`src/rtl/col_match_engine_if.sv`:
```
// C2H AXI-Stream result channel of the column match engine.
// The master side drives one result beat per frame; the slave side provides tready.
interface col_match_engine_if #(
  parameter int unsigned DATA_WIDTH = 128
);
  logic [DATA_WIDTH-1:0]   tdata;
  logic [DATA_WIDTH/8-1:0] tkeep;
  logic                    tlast;
  logic                    tvalid;
  logic                    tready;

  modport master (output tdata, tkeep, tlast, tvalid, input tready);
  modport slave  (input tdata, tkeep, tlast, tvalid, output tready);
endinterface

```
`src/rtl/col_match_engine.sv`:
```
// Drains per-column FWFT info/data FIFOs after partition_done, counts beats equal to
// target_i per column, and returns all counts as a single C2H stream beat.
module col_match_engine #(
  parameter int          TCQ          = 1,
  parameter int unsigned DATA_WIDTH   = 128,
  parameter int unsigned COL_MAX_SIZE = 4
) (
  input  logic                               user_clk,
  input  logic                               user_rst,
  input  logic                               partition_done,
  input  logic [DATA_WIDTH-1:0]              target_i,
  input  logic [COL_MAX_SIZE*DATA_WIDTH-1:0] info_fifo_dout,
  input  logic [COL_MAX_SIZE-1:0]            info_fifo_empty,
  output logic [COL_MAX_SIZE-1:0]            info_fifo_rd_en,
  input  logic [COL_MAX_SIZE*DATA_WIDTH-1:0] data_fifo_dout,
  input  logic [COL_MAX_SIZE-1:0]            data_fifo_empty,
  output logic [COL_MAX_SIZE-1:0]            data_fifo_rd_en,
  col_match_engine_if.master                 m_axis_c2h,
  output logic                               process_done,
  output logic                               busy
);

  localparam int unsigned NumBytes = DATA_WIDTH / 8;
  localparam int unsigned ColW     = (COL_MAX_SIZE > 1) ? $clog2(COL_MAX_SIZE) : 1;
  localparam logic [ColW-1:0] LastCol = ColW'(COL_MAX_SIZE - 1);

  // Header field positions are fixed at 128-bit layout; counts are 32 bits per column.
  if (DATA_WIDTH != COL_MAX_SIZE * 32 || DATA_WIDTH < 128 || TCQ < 0) begin : g_bad_params
    $error("col_match_engine: unsupported parameter combination");
  end

  typedef enum logic [2:0] {
    StIdle,
    StInfoHead,
    StInfoSkip,
    StData,
    StNextCol,
    StSend
  } state_e;

  state_e                state_q, state_d;
  logic [ColW-1:0]       col_q, col_d;
  logic [15:0]           len_q, len_d;
  logic [12:0]           skip_q, skip_d;
  logic [12:0]           left_q, left_d;
  logic [31:0]           cnt_q [COL_MAX_SIZE];
  logic [31:0]           cnt_d [COL_MAX_SIZE];
  logic [DATA_WIDTH-1:0] tdata_q, tdata_d;
  logic                  tvalid_q, tvalid_d;
  logic                  done_q, done_d;

  logic [DATA_WIDTH-1:0] info_word, data_word;
  logic [12:0]           head_beats, head_ibeats;
  logic [NumBytes-1:0]   byte_ok;
  logic                  last_partial, beat_match;
  logic                  unused_head;

  always_comb begin
    info_word    = info_fifo_dout[col_q*DATA_WIDTH +: DATA_WIDTH];
    data_word    = data_fifo_dout[col_q*DATA_WIDTH +: DATA_WIDTH];
    head_beats   = {1'b0, info_word[127:116]} + {12'd0, |info_word[115:112]};
    head_ibeats  = {1'b0, info_word[95:84]} + {12'd0, |info_word[83:80]};
    // Only the final beat of a length that is not a multiple of 16 is partially compared.
    last_partial = (left_q == 13'd1) && (len_q[3:0] != 4'd0);
    for (int i = 0; i < int'(NumBytes); i++) begin
      byte_ok[i] = (data_word[8*i +: 8] == target_i[8*i +: 8]) ||
                   (last_partial && (i >= int'(len_q[3:0])));
    end
    beat_match = &byte_ok;
  end

  assign unused_head = ^{info_word[111:96], info_word[79:0]};

  always_comb begin
    state_d         = state_q;
    col_d           = col_q;
    len_d           = len_q;
    skip_d          = skip_q;
    left_d          = left_q;
    cnt_d           = cnt_q;
    tdata_d         = tdata_q;
    tvalid_d        = tvalid_q;
    done_d          = 1'b0;
    info_fifo_rd_en = '0;
    data_fifo_rd_en = '0;

    unique case (state_q)
      StIdle: begin
        if (partition_done) begin
          col_d   = '0;
          state_d = StInfoHead;
        end
      end
      StInfoHead: begin
        if (info_fifo_empty[col_q]) begin
          cnt_d[col_q] = '0;
          state_d      = StNextCol;
        end else begin
          info_fifo_rd_en[col_q] = 1'b1;
          len_d  = info_word[127:112];
          left_d = head_beats;
          skip_d = head_ibeats - 13'd1;
          if (head_ibeats > 13'd1)     state_d = StInfoSkip;
          else if (head_beats != '0)   state_d = StData;
          else                         state_d = StNextCol;
        end
      end
      StInfoSkip: begin
        if (!info_fifo_empty[col_q]) begin
          info_fifo_rd_en[col_q] = 1'b1;
          skip_d = skip_q - 13'd1;
          if (skip_q == 13'd1) state_d = (left_q != '0) ? StData : StNextCol;
        end
      end
      StData: begin
        if (!data_fifo_empty[col_q]) begin
          data_fifo_rd_en[col_q] = 1'b1;
          left_d = left_q - 13'd1;
          if (beat_match && (cnt_q[col_q] != 32'hFFFF_FFFF)) begin
            cnt_d[col_q] = cnt_q[col_q] + 32'd1;
          end
          if (left_q == 13'd1) state_d = StNextCol;
        end
      end
      StNextCol: begin
        if (col_q == LastCol) begin
          for (int c = 0; c < int'(COL_MAX_SIZE); c++) tdata_d[c*32 +: 32] = cnt_q[c];
          tvalid_d = 1'b1;
          state_d  = StSend;
        end else begin
          col_d   = col_q + ColW'(1);
          state_d = StInfoHead;
        end
      end
      StSend: begin
        if (m_axis_c2h.tready) begin
          tvalid_d = 1'b0;
          done_d   = 1'b1;
          for (int c = 0; c < int'(COL_MAX_SIZE); c++) cnt_d[c] = '0;
          state_d  = StIdle;
        end
      end
      default: state_d = StIdle;
    endcase
  end

  always_ff @(posedge user_clk or posedge user_rst) begin
    if (user_rst) begin
      state_q  <= StIdle;
      col_q    <= '0;
      len_q    <= '0;
      skip_q   <= '0;
      left_q   <= '0;
      for (int c = 0; c < int'(COL_MAX_SIZE); c++) cnt_q[c] <= '0;
      tdata_q  <= '0;
      tvalid_q <= 1'b0;
      done_q   <= 1'b0;
    end else begin
      state_q  <= state_d;
      col_q    <= col_d;
      len_q    <= len_d;
      skip_q   <= skip_d;
      left_q   <= left_d;
      cnt_q    <= cnt_d;
      tdata_q  <= tdata_d;
      tvalid_q <= tvalid_d;
      done_q   <= done_d;
    end
  end

  assign m_axis_c2h.tdata  = tdata_q;
  assign m_axis_c2h.tkeep  = {NumBytes{tvalid_q}};
  assign m_axis_c2h.tlast  = tvalid_q;
  assign m_axis_c2h.tvalid = tvalid_q;
  assign process_done      = done_q;
  assign busy              = (state_q != StIdle);

endmodule

```
`src/flat_wrapper.sv`:
```
// flat-port wrapper written by rule: the top's interface ports become plain ports
module col_match_engine_flat 
#(
  parameter int          TCQ          = 1,
  parameter int unsigned DATA_WIDTH   = 128,
  parameter int unsigned COL_MAX_SIZE = 4
)
  (user_clk, user_rst, partition_done, target_i, info_fifo_dout, info_fifo_empty, info_fifo_rd_en, data_fifo_dout, data_fifo_empty, data_fifo_rd_en, process_done, busy, m_axis_c2h_tdata, m_axis_c2h_tkeep, m_axis_c2h_tlast, m_axis_c2h_tvalid, m_axis_c2h_tready);
  col_match_engine_if #(.DATA_WIDTH(DATA_WIDTH)) m_axis_c2h_i ();
  input  logic user_clk;
  input  logic user_rst;
  input  logic partition_done;
  input  logic [DATA_WIDTH-1:0] target_i;
  input  logic [COL_MAX_SIZE*DATA_WIDTH-1:0] info_fifo_dout;
  input  logic [COL_MAX_SIZE-1:0] info_fifo_empty;
  output logic [COL_MAX_SIZE-1:0] info_fifo_rd_en;
  input  logic [COL_MAX_SIZE*DATA_WIDTH-1:0] data_fifo_dout;
  input  logic [COL_MAX_SIZE-1:0] data_fifo_empty;
  output logic [COL_MAX_SIZE-1:0] data_fifo_rd_en;
  output logic process_done;
  output logic busy;
  output wire logic [$bits(m_axis_c2h_i.tdata)-1:0] m_axis_c2h_tdata;
  output wire logic [$bits(m_axis_c2h_i.tkeep)-1:0] m_axis_c2h_tkeep;
  output wire logic [$bits(m_axis_c2h_i.tlast)-1:0] m_axis_c2h_tlast;
  output wire logic [$bits(m_axis_c2h_i.tvalid)-1:0] m_axis_c2h_tvalid;
  input wire logic [$bits(m_axis_c2h_i.tready)-1:0] m_axis_c2h_tready;
  assign m_axis_c2h_tdata = m_axis_c2h_i.tdata;
  assign m_axis_c2h_tkeep = m_axis_c2h_i.tkeep;
  assign m_axis_c2h_tlast = m_axis_c2h_i.tlast;
  assign m_axis_c2h_tvalid = m_axis_c2h_i.tvalid;
  assign m_axis_c2h_i.tready = m_axis_c2h_tready;
  col_match_engine #(.TCQ(TCQ), .DATA_WIDTH(DATA_WIDTH), .COL_MAX_SIZE(COL_MAX_SIZE)) u_core (.user_clk(user_clk), .user_rst(user_rst), .partition_done(partition_done), .target_i(target_i), .info_fifo_dout(info_fifo_dout), .info_fifo_empty(info_fifo_empty), .info_fifo_rd_en(info_fifo_rd_en), .data_fifo_dout(data_fifo_dout), .data_fifo_empty(data_fifo_empty), .data_fifo_rd_en(data_fifo_rd_en), .m_axis_c2h(m_axis_c2h_i), .process_done(process_done), .busy(busy));
endmodule
```
`config.mk`:
```
export PLATFORM = sky130hd
export DESIGN_NAME = col_match_engine_flat
export DESIGN_NICKNAME = d
export VERILOG_FILES = /design/src/rtl/col_match_engine_if.sv /design/src/rtl/col_match_engine.sv /design/src/flat_wrapper.sv
export SDC_FILE = /design/constraint.sdc
export NUM_CORES = 1
export LEC_CHECK = 0
export BUFFER_PORTS_ARGS = -buffer_cell sky130_fd_sc_hd__buf_2
export CAP_MARGIN = 20
export CORE_AREA = 3 3 509 511
export CTS_CLUSTER_SIZE = 14
export DETAILED_ROUTE_END_ITERATION = 16
export DIE_AREA = 0 0 512 514
export PLACE_DENSITY = 0.3
export SLEW_MARGIN = 10
export SYNTH_ARGS = -nofsm -noshare
export SYNTH_HDL_FRONTEND = slang
export SYNTH_SLANG_ARGS = --single-unit
```
`constraint.sdc`:
```
create_clock -name user_clk -period 13.65 [get_ports user_clk]
set_clock_uncertainty 0.05 [all_clocks]
set_input_delay 2.0475 -clock user_clk [delete_from_list [all_inputs] [get_ports user_clk]]
set_output_delay 2.0475 -clock user_clk [all_outputs]
set_load 0.1 [all_outputs]
```
# [Word-level counts from Yosys, hierarchy flattened]
# Cells that the tools add are included.
[totals] regBits=293 inputBits=1164 output_inout_bits=156 wordCells=185
[op_classes] add_sub_neg=7 n_lt_le_gt_ge=20 eq_ne=36 shifts=2 mux=47 n_bitwise=4 n_reduce_logical=57
[ops] op="512-bit by 10-bit indexed part select with 128-bit output" n=2
[ops] op="128-bit two-way mux" n=4
[ops] op="128-bit one-hot mux with 3 select lines" n=1
[ops] op="128-bit AND" n=1
[ops] op="128-bit bitwise mux" n=1
[ops] op="8-bit == test" n=16
[ops] op="128-bit inverter" n=1
[ops] op="32-bit two-way mux" n=3
[ops] op="32-bit binary-select mux with 2-bit select" n=1
[ops] op="32-bit demux with 2-bit select" n=1
[ops] op="13-bit two-way mux" n=4
[ops] op="13-bit one-hot mux with 2 select lines" n=2
[ops] op="13-bit by 1-bit subtractor with 13-bit output (second input constant)" n=3
[ops] op="3-bit two-way mux" n=11
[ops] op="32-bit by 1-bit adder with 32-bit output (second input constant)" n=1
[ops] op="32-bit != test (second input constant)" n=1
[ops] op="4-bit >= comparator (first input constant)" n=7
[ops] op="12-bit by 1-bit adder with 13-bit output" n=2
[ops] op="13-bit by 1-bit == test with 1-bit output (second input constant)" n=2
[ops] op="13-bit nonzero test" n=2
[ops] op="1-bit logical AND" n=19
[ops] op="3-bit one-hot mux with 6 select lines" n=1
[ops] op="3-bit by 4-bit >= comparator with 1-bit output (first input constant)" n=4
[ops] op="1-bit logical OR" n=16
[ops] op="34 further kinds" n=67

# [Longest topological paths before layout]
[logic_depth] ltp_word=9 ltp_mapped=19 ltp_nobuf=14

# [Worst setup path before layout]
# No wires, ideal clock.
[synth_path] kind="input port to output port" start="input info_fifo_empty[3]" end="output info_fifo_rd_en[0]" arrival_time_ns=4.082 required_time_ns=11.552 path_slack_ns=7.470 cell_stages=5 n_path_buf=2 cell_sequence="mux4_2 buf_2 a21oi_1 clkbuf_1 and2_1"
[synth_via] elab_chain_cells=4
[synth_lines] item="from (decl)" line_no="flat_wrapper.sv:15" text="input logic [COL_MAX_SIZE-1:0] info_fifo_empty;"
[synth_lines] item="1-bit binary-select mux with 2-bit select" line_no="col_match_engine.sv:95, col_match_engine.sv:109"
[synth_lines] item="1-bit two-way mux (not written as such)" line_no="col_match_engine.sv:95, col_match_engine.sv:109"
[synth_lines] item="4-bit two-way mux" line_no="col_match_engine.sv:95, col_match_engine.sv:109"
[synth_lines] item="4-bit two-way mux"
[synth_lines] item="to (decl)" line_no="flat_wrapper.sv:16" text="output logic [COL_MAX_SIZE-1:0] info_fifo_rd_en;"
# No other way between the ends. The select of a mux whose other input is x is not followed.

# [Worst setup path in the final report]
[layout_path] start="input info_fifo_empty[3]" end="output info_fifo_rd_en[1]"
# The elaborated chain is that of the path after synthesis.

==> impl_metrics.ini <==
[pwr]
power_density_mw_per_mm2 = 145
p_leak_uw = 0.0123
irDropWorstVdd_mv = 0.0950

[worst_setup_path]
cpMostUsedCell = buf_2
crit_arrival_ns = 4.31
worstSetupEndpoint = info_fifo_rd_en[1]
cp-start-kind = input pin
worstPathRequired_ns = 11.55
critPathKind = input pin to output port
slowest_delay_ns = 0.63
rrSetupSlack_ns = 7.55
r2r_end = u_core.cnt_q[66]
crit_start = info_fifo_empty[3]
r2r_cells = 11
crit_chain = buf_2, mux4_2, a21oi_1, buf_4, and2_1, buf_2
path_max_fanout = 17
r2r-start = u_core.col_q[0]
slowest_stage = mux4_2
end_kind = output port

[place]
gp_congestion = 0.841
dp.final_hpwl_mm = 172
port_buffers = 935

[yosys]
synthArstFlopShare = 1.00
ys_seq_area_frac = 0.373
post-synth-top-area-cell = dfrtp_1
synth_edf_count = 0
yosys-top-cells-area = dfrtp_1 (37%), mux4_2 (22%), mux2_2 (7.4%)
ys_types = 63
yosys_warnings = 0
synth-seq-cells = 293
synth_top_area_frac = 0.373
avgSynthCellArea_sq_um = 12.6
synth_flop_cell = dfrtp_1
syn_area_sq_mm = 0.0197
syn_inst = 1558
syn_nets = 2737

[grt]
grt_usage = 0.142
antenna_found_initial = 327
grt_max_degree = 70
grt_pass1_wl_mm = 236
grt_pass1_vias = 19000
overflow = 0

[route]
routed_wirelength_mm = 194
wl_per_cell_um = 32.6
vias_per_cell = 3.22
vias = 19100
drc = 0
dr.pass1.iters = 5
ant_nets = 0
drt_iter0_markers = 1275

[timing]
setup_viol = 0
fin_crit_ns = 6.41
setup_tns_ns = 0
worstMarginPinSlew_ns = 1.12
hold_viol = 0
relSlewSlack = 0.255
slew_violations = 0
finalCritPeriodShare = 0.469
rsz0062_at_grt = no
fmax_ghz = 0.156

[floorplanning]
die_height_um = 514
die_x_um = 512
coreArea_sq_mm = 0.254
row_count = 185
initial_utilization = 0.0774
dieArea_sq_mm = 0.263
io_pins = 1320

[clocking]
htree_levels = 2
cts_setup_buffers = 0
numCtsBuffers = 40
cts_tree = done
root_buffer = clkbuf_16
clkTransAtPathRegs_ns = 0.06
cts.path.max_buffers = 3
clock_latency_ns = 0.63
cts_resized = 0
cts_sinks = 293
ctsHoldBuffers = 0

[layout]
final_core_util = 0.116
drive_above_1_share = 0.553
syn_to_final_growth_pct = 49.9
nets = 3623

[outcome]
status = completed

[worst_hold_path]
hold_path.class = flop to flop

[flow_run]
maxCapViolations = 0
## how the worst min path moves through the flow
stage / start / end / slack (ns) / cells past startpoint
after global placement: u_core.m_axis_c2h.tdata[10] / u_core.m_axis_c2h.tdata[10] / 0.44 / 1
final: u_core.m_axis_c2h.tdata[62] / u_core.m_axis_c2h.tdata[62] / 0.45 / 1
after floorplan: u_core.left_q[7] / u_core.left_q[7] / 0.42 / 2
after CTS: u_core.m_axis_c2h.tdata[54] / u_core.m_axis_c2h.tdata[54] / 0.45 / 1
after detailed placement: u_core.m_axis_c2h.tdata[38] / u_core.m_axis_c2h.tdata[38] / 0.44 / 1
after global routing: u_core.m_axis_c2h.tdata[113] / u_core.m_axis_c2h.tdata[113] / 0.46 / 1
## stage by stage
| stage | hold WS, ns | std cells | worst slack, ns | total power [uW] | area (sq um) |
|---|---|---|---|---|---|
| floorplan | 0.422 | 1558 | 3.46 | 2540 | 19700 |
| global placement | 0.438 | 5766 | 6.80 | 3290 | 27900 |
| detailed placement | 0.440 | 5767 | 6.81 | 3280 | 27900 |
| CTS | 0.455 | 5839 | 6.79 | 4410 | 29200 |
| global route | 0.462 | 5874 | 6.78 | 4550 | 29300 |
| finish | 0.454 | 5940 | 7.24 | 4290 | 29500 |
## critical path, delay by kind of cell
family	cells	cell delay [ns]
muxes	1	0.63
buffers and inverters	3	0.91
AOI/OAI and AO/OA	1	0.46
and+or+nand+nor	1	0.25
## cell usage in the layout, fill, tap and decap left out, types with 9 or more instances in the layout
cell type    n
and2_1      14
diode_2    100
nor3_1      26
nand2_1     62
buf_2      935
a21oi_1     40
and3_1      11
a22o_1     133
nand4_1     47
o22ai_1      9
nand3_1     26
o21ai_0     47
clkbuf_1     9
dfrtp_1    291
mux4_2     190
inv_1       25
nor2_1      51
nor4_1      25
ha_1        15
xor2_1      31
xnor2_1    156
clkbuf_16   40
mux2_2     129
nand2b_1    15
buf_4       32
## cell usage after synthesis, drive strengths merged, types with 3 or more instances
cell and count:
dfrtp 293, mux4 190, xnor2 156, a22o 133, mux2 129, buf 87
nand2 62, nor2 51, o21ai 49, nand4 47, a21oi 40, clkbuf 36
xor2 31, nand3 27, nor3 27, inv 26, nor4 25, and3 16
ha 15, nand2b 15, and2 14, o22ai 9, or3 8, nor2b 7
mux2i 6, a22oi 5, a21o 4, a31oi 4, o221ai 4, or4 4
a211oi 3, and4 3, nand3b 3, o21bai 3
## power by group
| part | switching (uW) | total, uW | internal, uW | leakage [uW] |
|---|---|---|---|---|
| registers | 112 | 1030 | 920 | 0.00403 |
| logic | 1360 | 2170 | 810 | 0.00765 |
| clock network | 458 | 1090 | 628 | 0.000646 |
| total | 1930 | 4290 | 2360 | 0.0123 |
## layout make-up
type,count,area [sq um]
clock buffers,57,1140
multi-input cells,1116,11300
well taps,3366,4210
clock inverters,15,194
flip-flops and latches,293,7340
diodes,100,250
inverters,26,105
repair buffers,967,4920
fillers,29200,225000
## flip-flops by register name, indices dropped and copies added, names as in the netlist, 2 cells and up
name                     count
u_core.cnt_q               128
u_core.col_q                 2
u_core.left_q               13
u_core.len_q                 4
u_core.m_axis_c2h.tdata    128
u_core.skip_q               13
u_core.state_q               3
## metal layers
metal	track usage	vias to the layer above	wire [um]
met5	0	-	1000
met2	0.221	1192	84700
met1	0.166	9392	74800
met4	0.0208	148	3420
met3	0.0931	418	29800
li1	-	7965	-
## logic make-up (layout without fill, tap and decap cells)
kind of cell    Yosys count  after routing  synth area share
fa+ha+maj                15             15           0.00954
buf+inv                 149           1065            0.0525
compound gates          272            272             0.103
flops                   293            293             0.373
mux                     325            325             0.294
other cells               0            100                 0
xor+xnor                187            187            0.0832
simple gates            317            317            0.0848
(Power assumes the default switching activity.)
